--- src/rtl/hazard_unit_pkg.sv ---
// Shared definitions for the MIPS pipeline hazard logic: forward-select encodings,
// the default register-index width and the divider-stall FSM state type.
package mips_defs;

    localparam int unsigned REG_W = 5;

    typedef logic [1:0] fwd_sel_t;

    localparam fwd_sel_t FWD_REG = 2'b00;
    localparam fwd_sel_t FWD_WB  = 2'b01;
    localparam fwd_sel_t FWD_MEM = 2'b10;

    typedef enum logic [1:0] {
        StIdle = 2'b00,
        StBusy = 2'b01,
        StDone = 2'b10
    } div_state_e;

endpackage

--- src/rtl/hazard_unit_if.sv ---
// Pipeline <-> hazard unit signal bundle. master = datapath side, slave = hazard unit.
interface hazard_unit_if #(
    parameter int unsigned REG_W = mips_defs::REG_W
);
    logic [REG_W-1:0] rsD;
    logic [REG_W-1:0] rtD;
    logic [REG_W-1:0] rsE;
    logic [REG_W-1:0] rtE;
    logic [REG_W-1:0] writeregE;
    logic [REG_W-1:0] writeregM;
    logic [REG_W-1:0] writeregW;
    logic             regwriteE;
    logic             regwriteM;
    logic             regwriteW;
    logic             memtoregE;
    logic             memtoregM;
    logic             branchD;
    logic             div_startE;

    logic [1:0]       forwardAE;
    logic [1:0]       forwardBE;
    logic             forwardAD;
    logic             forwardBD;
    logic             stallF;
    logic             stallD;
    logic             stallE;
    logic             flushE;
    logic             flushM;
    logic             div_busy;

    modport master (
        output rsD, rtD, rsE, rtE, writeregE, writeregM, writeregW,
               regwriteE, regwriteM, regwriteW, memtoregE, memtoregM, branchD, div_startE,
        input  forwardAE, forwardBE, forwardAD, forwardBD,
               stallF, stallD, stallE, flushE, flushM, div_busy
    );

    modport slave (
        input  rsD, rtD, rsE, rtE, writeregE, writeregM, writeregW,
               regwriteE, regwriteM, regwriteW, memtoregE, memtoregM, branchD, div_startE,
        output forwardAE, forwardBE, forwardAD, forwardBD,
               stallF, stallD, stallE, flushE, flushM, div_busy
    );

endinterface

--- src/rtl/hazard_unit_div_stall_fsm.sv ---
// Holds the pipeline while the multi-cycle EX divider runs: IDLE -> BUSY (DIV_CYCLES) -> DONE.
module div_stall_fsm
    import mips_defs::*;
#(
    parameter int unsigned DIV_CYCLES = 32
) (
    input  logic clk,
    input  logic rst,
    input  logic i_div_start,
    output logic o_divstall,
    output logic o_div_busy
);

    localparam int unsigned CNT_W = (DIV_CYCLES > 2) ? $clog2(DIV_CYCLES) : 1;

    div_state_e       r_state;
    logic [CNT_W-1:0] r_cnt;
    logic             r_busy;

    always_ff @(posedge clk or posedge rst) begin
        if (rst) begin
            r_state <= StIdle;
            r_cnt   <= '0;
            r_busy  <= 1'b0;
        end else begin
            case (r_state)
                StIdle: begin
                    if (i_div_start) begin
                        r_state <= StBusy;
                        r_cnt   <= CNT_W'(DIV_CYCLES - 1);
                        r_busy  <= 1'b1;
                    end
                end
                StBusy: begin
                    if (r_cnt == '0) begin
                        r_state <= StDone;
                    end else begin
                        r_cnt <= r_cnt - 1'b1;
                    end
                end
                // Same div is still in EX here, so a held start must not retrigger.
                StDone: begin
                    r_state <= StIdle;
                    r_busy  <= 1'b0;
                end
                default: begin
                    r_state <= StIdle;
                    r_busy  <= 1'b0;
                end
            endcase
        end
    end

    // Entry is decoded combinationally so the first div cycle already stalls.
    assign o_divstall = ~rst & (((r_state == StIdle) & i_div_start) | (r_state == StBusy));
    assign o_div_busy = r_busy;

endmodule

--- src/rtl/hazard_unit.sv ---
// MIPS 5-stage hazard controller: EX/ID forwarding selects, load-use and branch
// stalls, and the divider hold.
module hazard_unit
    import mips_defs::*;
#(
    parameter int unsigned REG_W      = mips_defs::REG_W,
    parameter int unsigned DIV_CYCLES = 32
) (
    input  logic          clk,
    input  logic          rst,
    hazard_unit_if.slave  hz
);

    function automatic fwd_sel_t ex_fwd(
        input logic [REG_W-1:0] src,
        input logic [REG_W-1:0] wr_m,
        input logic             we_m,
        input logic [REG_W-1:0] wr_w,
        input logic             we_w
    );
        fwd_sel_t sel;
        sel = FWD_REG;
        if (src != '0 && we_m && wr_m == src) begin
            sel = FWD_MEM;
        end else if (src != '0 && we_w && wr_w == src) begin
            sel = FWD_WB;
        end
        return sel;
    endfunction

    fwd_sel_t w_fwd_ae;
    fwd_sel_t w_fwd_be;
    logic     w_fwd_ad;
    logic     w_fwd_bd;
    logic     w_lwstall;
    logic     w_branchstall;
    logic     w_divstall;
    logic     w_div_busy;
    logic     w_stall_fd;

    always_comb begin
        w_fwd_ae = ex_fwd(hz.rsE, hz.writeregM, hz.regwriteM, hz.writeregW, hz.regwriteW);
        w_fwd_be = ex_fwd(hz.rtE, hz.writeregM, hz.regwriteM, hz.writeregW, hz.regwriteW);
        w_fwd_ad = (hz.rsD != '0) && hz.regwriteM && (hz.writeregM == hz.rsD);
        w_fwd_bd = (hz.rtD != '0) && hz.regwriteM && (hz.writeregM == hz.rtD);
    end

    always_comb begin
        w_lwstall     = hz.memtoregE && ((hz.rsD == hz.rtE) || (hz.rtD == hz.rtE));
        w_branchstall = hz.branchD &&
            ((hz.regwriteE && (hz.writeregE != '0) &&
              ((hz.writeregE == hz.rsD) || (hz.writeregE == hz.rtD))) ||
             (hz.memtoregM && ((hz.writeregM == hz.rsD) || (hz.writeregM == hz.rtD))));
        w_stall_fd    = w_lwstall | w_branchstall | w_divstall;
    end

    div_stall_fsm #(
        .DIV_CYCLES (DIV_CYCLES)
    ) u_div_fsm (
        .clk         (clk),
        .rst         (rst),
        .i_div_start (hz.div_startE),
        .o_divstall  (w_divstall),
        .o_div_busy  (w_div_busy)
    );

    // Reset forces every output low regardless of the stage inputs.
    assign hz.forwardAE = rst ? FWD_REG : w_fwd_ae;
    assign hz.forwardBE = rst ? FWD_REG : w_fwd_be;
    assign hz.forwardAD = ~rst & w_fwd_ad;
    assign hz.forwardBD = ~rst & w_fwd_bd;
    assign hz.stallF    = ~rst & w_stall_fd;
    assign hz.stallD    = ~rst & w_stall_fd;
    assign hz.stallE    = ~rst & w_divstall;
    assign hz.flushM    = ~rst & w_divstall;
    // EX contents belong to the divider while it holds them; never bubble them.
    assign hz.flushE    = ~rst & (w_lwstall | w_branchstall) & ~w_divstall;
    assign hz.div_busy  = ~rst & w_div_busy;

endmodule

--- src/flat_wrapper.sv ---
// flat-port wrapper written by rule: the top's interface ports become plain ports
module hazard_unit_flat import mips_defs::*;
#(
    parameter int unsigned REG_W      = mips_defs::REG_W,
    parameter int unsigned DIV_CYCLES = 32
)
  (clk, rst, hz_rsD, hz_rtD, hz_rsE, hz_rtE, hz_writeregE, hz_writeregM, hz_writeregW, hz_regwriteE, hz_regwriteM, hz_regwriteW, hz_memtoregE, hz_memtoregM, hz_branchD, hz_div_startE, hz_forwardAE, hz_forwardBE, hz_forwardAD, hz_forwardBD, hz_stallF, hz_stallD, hz_stallE, hz_flushE, hz_flushM, hz_div_busy);
  hazard_unit_if #(.REG_W(REG_W)) hz_i ();
  input  logic clk;
  input  logic rst;
  input wire logic [$bits(hz_i.rsD)-1:0] hz_rsD;
  input wire logic [$bits(hz_i.rtD)-1:0] hz_rtD;
  input wire logic [$bits(hz_i.rsE)-1:0] hz_rsE;
  input wire logic [$bits(hz_i.rtE)-1:0] hz_rtE;
  input wire logic [$bits(hz_i.writeregE)-1:0] hz_writeregE;
  input wire logic [$bits(hz_i.writeregM)-1:0] hz_writeregM;
  input wire logic [$bits(hz_i.writeregW)-1:0] hz_writeregW;
  input wire logic [$bits(hz_i.regwriteE)-1:0] hz_regwriteE;
  input wire logic [$bits(hz_i.regwriteM)-1:0] hz_regwriteM;
  input wire logic [$bits(hz_i.regwriteW)-1:0] hz_regwriteW;
  input wire logic [$bits(hz_i.memtoregE)-1:0] hz_memtoregE;
  input wire logic [$bits(hz_i.memtoregM)-1:0] hz_memtoregM;
  input wire logic [$bits(hz_i.branchD)-1:0] hz_branchD;
  input wire logic [$bits(hz_i.div_startE)-1:0] hz_div_startE;
  output wire logic [$bits(hz_i.forwardAE)-1:0] hz_forwardAE;
  output wire logic [$bits(hz_i.forwardBE)-1:0] hz_forwardBE;
  output wire logic [$bits(hz_i.forwardAD)-1:0] hz_forwardAD;
  output wire logic [$bits(hz_i.forwardBD)-1:0] hz_forwardBD;
  output wire logic [$bits(hz_i.stallF)-1:0] hz_stallF;
  output wire logic [$bits(hz_i.stallD)-1:0] hz_stallD;
  output wire logic [$bits(hz_i.stallE)-1:0] hz_stallE;
  output wire logic [$bits(hz_i.flushE)-1:0] hz_flushE;
  output wire logic [$bits(hz_i.flushM)-1:0] hz_flushM;
  output wire logic [$bits(hz_i.div_busy)-1:0] hz_div_busy;
  assign hz_i.rsD = hz_rsD;
  assign hz_i.rtD = hz_rtD;
  assign hz_i.rsE = hz_rsE;
  assign hz_i.rtE = hz_rtE;
  assign hz_i.writeregE = hz_writeregE;
  assign hz_i.writeregM = hz_writeregM;
  assign hz_i.writeregW = hz_writeregW;
  assign hz_i.regwriteE = hz_regwriteE;
  assign hz_i.regwriteM = hz_regwriteM;
  assign hz_i.regwriteW = hz_regwriteW;
  assign hz_i.memtoregE = hz_memtoregE;
  assign hz_i.memtoregM = hz_memtoregM;
  assign hz_i.branchD = hz_branchD;
  assign hz_i.div_startE = hz_div_startE;
  assign hz_forwardAE = hz_i.forwardAE;
  assign hz_forwardBE = hz_i.forwardBE;
  assign hz_forwardAD = hz_i.forwardAD;
  assign hz_forwardBD = hz_i.forwardBD;
  assign hz_stallF = hz_i.stallF;
  assign hz_stallD = hz_i.stallD;
  assign hz_stallE = hz_i.stallE;
  assign hz_flushE = hz_i.flushE;
  assign hz_flushM = hz_i.flushM;
  assign hz_div_busy = hz_i.div_busy;
  hazard_unit #(.REG_W(REG_W), .DIV_CYCLES(DIV_CYCLES)) u_core (.clk(clk), .rst(rst), .hz(hz_i));
endmodule
--- config.mk ---
export PLATFORM = sky130hd
export DESIGN_NAME = hazard_unit_flat
export DESIGN_NICKNAME = d
export VERILOG_FILES = /design/src/rtl/hazard_unit_pkg.sv /design/src/rtl/hazard_unit_if.sv /design/src/rtl/hazard_unit_div_stall_fsm.sv /design/src/rtl/hazard_unit.sv /design/src/flat_wrapper.sv
export SDC_FILE = /design/constraint.sdc
export NUM_CORES = 1
export LEC_CHECK = 0
export BUFFER_PORTS_ARGS = -buffer_cell sky130_fd_sc_hd__buf_2
export CORE_MARGIN = 5
export CORE_UTILIZATION = 46
export DETAILED_ROUTE_END_ITERATION = 10
export PLACE_DENSITY = 0.8
export SYNTH_ARGS = -nofsm -noshare
export SYNTH_HDL_FRONTEND = slang
export SYNTH_SLANG_ARGS = --single-unit
--- constraint.sdc ---
create_clock -name clk -period 2.13 [get_ports clk]
set_clock_uncertainty 0.15 [all_clocks]
set_input_delay 0.426 -clock clk [delete_from_list [all_inputs] [get_ports clk]]
set_output_delay 0.426 -clock clk [all_outputs]
set_load 0.01 [all_outputs]
==> impl_metrics.ini <==
[synthesis]
synthSimpleGateAreaFrac_pct = 26.7
netlist_area_sq_um = 1150
ys_seq_area_share_pct = 17.4
synthXorXnorAreaFrac_pct = 39.7
synth_cells = 143
ys_ff_latch = 8
ys.warnings.count = 0
syn_nets = 189
synth.avg_cell_area_sq_um = 8.03
synthMuxAreaShare_pct = 0
synth_compound_area_share_pct = 8.17
synth_top_family_by_area = XOR/XNOR gates
synth_adder_area_share_pct = 2.18
synth.distinct_cells = 32

[sta]
fin_tns_setup_ns = -0.320
rsz0062_at_grt = yes
clock.fmax_ghz = 0.452
final-hold-violation-count = 0
layout_min_cycle_time_ns = 2.21
slew_headroom_pct = 76.4
drv_slew = 0
final-setup-viol-count = 6
post-route-period-util_pct = 104
fin_ws_ns = -0.0812
tightestPinTransition_ns = 0.351

[floorplan]
io_pins = 56
initial_core_util_pct = 47.2
die_y_um = 60.0
fp-row-count = 18
core-area_sq_um = 2430
dieArea_sq_um = 3600
die_w_um = 60.0

[worst_setup_path]
r2r_slack_ns = 0.23
critPathSlowestCell = nor3_4
cp_max_fo = 4
crit_path_max_incr_delay_ns = 0.23
r2r_cells = 7
critPathLaunch = hz_rsD[4]
crit_chain = buf_8 > xnor2_4 > nand3_2 > nor3_4 > o211ai_1 > a31oi_2 > buf_2
r2r-start = u_core.u_div_fsm.r_cnt[0]
worstSetupPathType = input pin to output port
crit_arrival_ns = 1.64
critical_path.endpoint = hz_stallF
endpoint_kind = output port
crit_path_start_kind = input pin
reg2reg_to = u_core.u_div_fsm.r_cnt[4]
required_ns = 1.55

[power]
power_density_nw_per_um2 = 464
comb_power_share_pct = 57.0
p_clk_share_pct = 13.9
pwr-share-seq_pct = 29.1
internal-power_mw = 0.522
p_switching_mw = 0.354
ir_drop_mv = 0.456
p_leak_nw = 0.822
power.share.switching_pct = 40.4
power_mw = 0.876

[grt]
antenna_found_initial = 0
grt_pass1_vias = 1351
grt_pass1_wl_mm = 5.80
overflow = 0
grt_max_degree = 9
grt_usage_pct = 21.1

[clocking]
cts-root-buf = clkbuf_4
cts_tree = built
numCtsBuffers = 3
clock-sinks = 8
cts.reportedPaths.clkPinSlew_ns = 0.06
hold_buffers = 0
clock_path_buffers = 2
insertion_delay_ns = 0.26
htree_num_levels = 1

[min_path]
hold_path_class = input pin to async pin

[placement]
dp_hpwl_mm = 2.98
dp_cells = 232
numPortBuffers = 55
placed_area_sq_um = 1530
pre_cts_ws_ns = -0.153
gp_congestion = 0.916

[run]
drv_cap = 0

[cells_and_area]
drive_gt1_share_pct = 49.0
fin_area_sq_um = 1890
mostFrequentLayoutCell = buf_2
fin_cells = 240
nNetsFinal = 258
area_growth_syn_to_layout_pct = 64.5
n_antenna_cell = 0
final_cell_mix = buf_2, xnor2_1, buf_6, buf_4, nand2_1

[detailed_routing]
drc = 0
post_drt_wl_per_cell_um = 17.3
dr.pass1.iters = 6
vias_per_cell = 5.46
antenna_left = 0
vias = 1311
drt-initial-drc-count = 57
totalWireLength_mm = 4.14

[outcome]
status = complete, but fails checks
violations = setup timing
==> critical path, delay by kind of cell <==
family	cells	cell delay, ns
AOI/OAI and AO/OA	2	0.40
xor gates and xnor gates	1	0.18
buffers and inverters	2	0.27
and+or+nand+nor	2	0.36
==> synth_stat cells, drive strengths merged <==
cell type | n | area [sq um]
a41oi | 1 | 8.76
nor2b | 4 | 25.0
xnor2 | 43 | 377
o21bai | 1 | 7.51
nand3 | 5 | 25.0
or4 | 4 | 33.8
ha | 2 | 25.0
buf | 6 | 41.3
o211a | 2 | 20.0
nand2 | 13 | 48.8
and2 | 3 | 20.0
or4b | 1 | 10.0
dfrtp | 8 | 200
o22ai | 2 | 12.5
o21ai | 2 | 10.0
and3 | 1 | 6.26
xor2 | 9 | 78.8
a31oi | 2 | 12.5
a21oi | 3 | 15.0
o211ai | 1 | 7.51
inv | 4 | 15.0
clkbuf | 3 | 11.3
nand4 | 6 | 37.5
nor3 | 3 | 15.0
nor2 | 9 | 41.3
nor4 | 5 | 43.8
==> sequential cells by signal, summed over array words and instances (netlist names) <==
name and cells:
u_core.u_div_fsm.o_div_busy 1, u_core.u_div_fsm.r_state 2, u_core.u_div_fsm.r_cnt 5
==> metal layers <==
metal | vias to the layer above | routed length (um) | global-route usage [%]
li1 | 623 | - | -
met1 | 619 | 1530 | 24.0
met2 | 62 | 2290 | 40.0
met3 | 7 | 242 | 3.02
met4 | 0 | 76 | 6.33
met5 | - | 0 | 0
==> worst min-delay path by stage <==
stage	from	endpoint	slack, ns
after floorplan	rst	u_core.u_div_fsm.o_div_busy	0.11
after global placement	u_core.u_div_fsm.r_state[1]	u_core.u_div_fsm.o_div_busy	0.33
after detailed placement	u_core.u_div_fsm.r_state[1]	u_core.u_div_fsm.o_div_busy	0.34
after CTS	rst	u_core.u_div_fsm.r_state[0]	0.15
after global routing	rst	u_core.u_div_fsm.r_state[1]	0.17
final	rst	u_core.u_div_fsm.r_state[1]	0.16
==> cell type report <==
cell class / instances / area (sq um)
flip-flops and latches: 8 / 200
multi-input cells: 122 / 1060
repair buffers: 73 / 553
clock buffers: 3 / 22.5
inverters: 4 / 15.0
fillers: 168 / 543
well taps: 30 / 37.5
==> repair_timing <==
| item | CTS | global route |
|---|---|---|
| endpoints found under the setup margin | 7 | 6 |
| gates resized for setup | 32 | 33 |
| setup buffers | 0 | 5 |
| pin swaps | 14 | 14 |
| endpoints found under the hold margin | 0 | 0 |
==> metrics by stage <==
step	hold slack, ns	utilization [%]
final	0.156	77.7
after global routing	0.169	77.7
after CTS	0.155	69.8
after detailed placement	0.335	63.0
after global placement	0.327	63.0
after floorplan	0.110	-
==> logic make-up after synthesis <==
group / count (synthesis)
AOI/OAI and AO/OA: 14
DFF: 8
and+or+nand+nor: 54
buffers and inverters: 13
xor gates and xnor gates: 52
adders and majority gates: 2
==> power groups by stage <==
stage / combinational (mW) / sequential (mW) / clock, mW
after global placement: 0.392 / 0.252 / 0
after CTS: 0.446 / 0.252 / 0.125
final: 0.499 / 0.255 / 0.122
after floorplan: 0.276 / 0.244 / 0
after detailed placement: 0.415 / 0.254 / 0
after global routing: 0.541 / 0.259 / 0.132
Note: power is estimated with default switching activity, not from simulation.
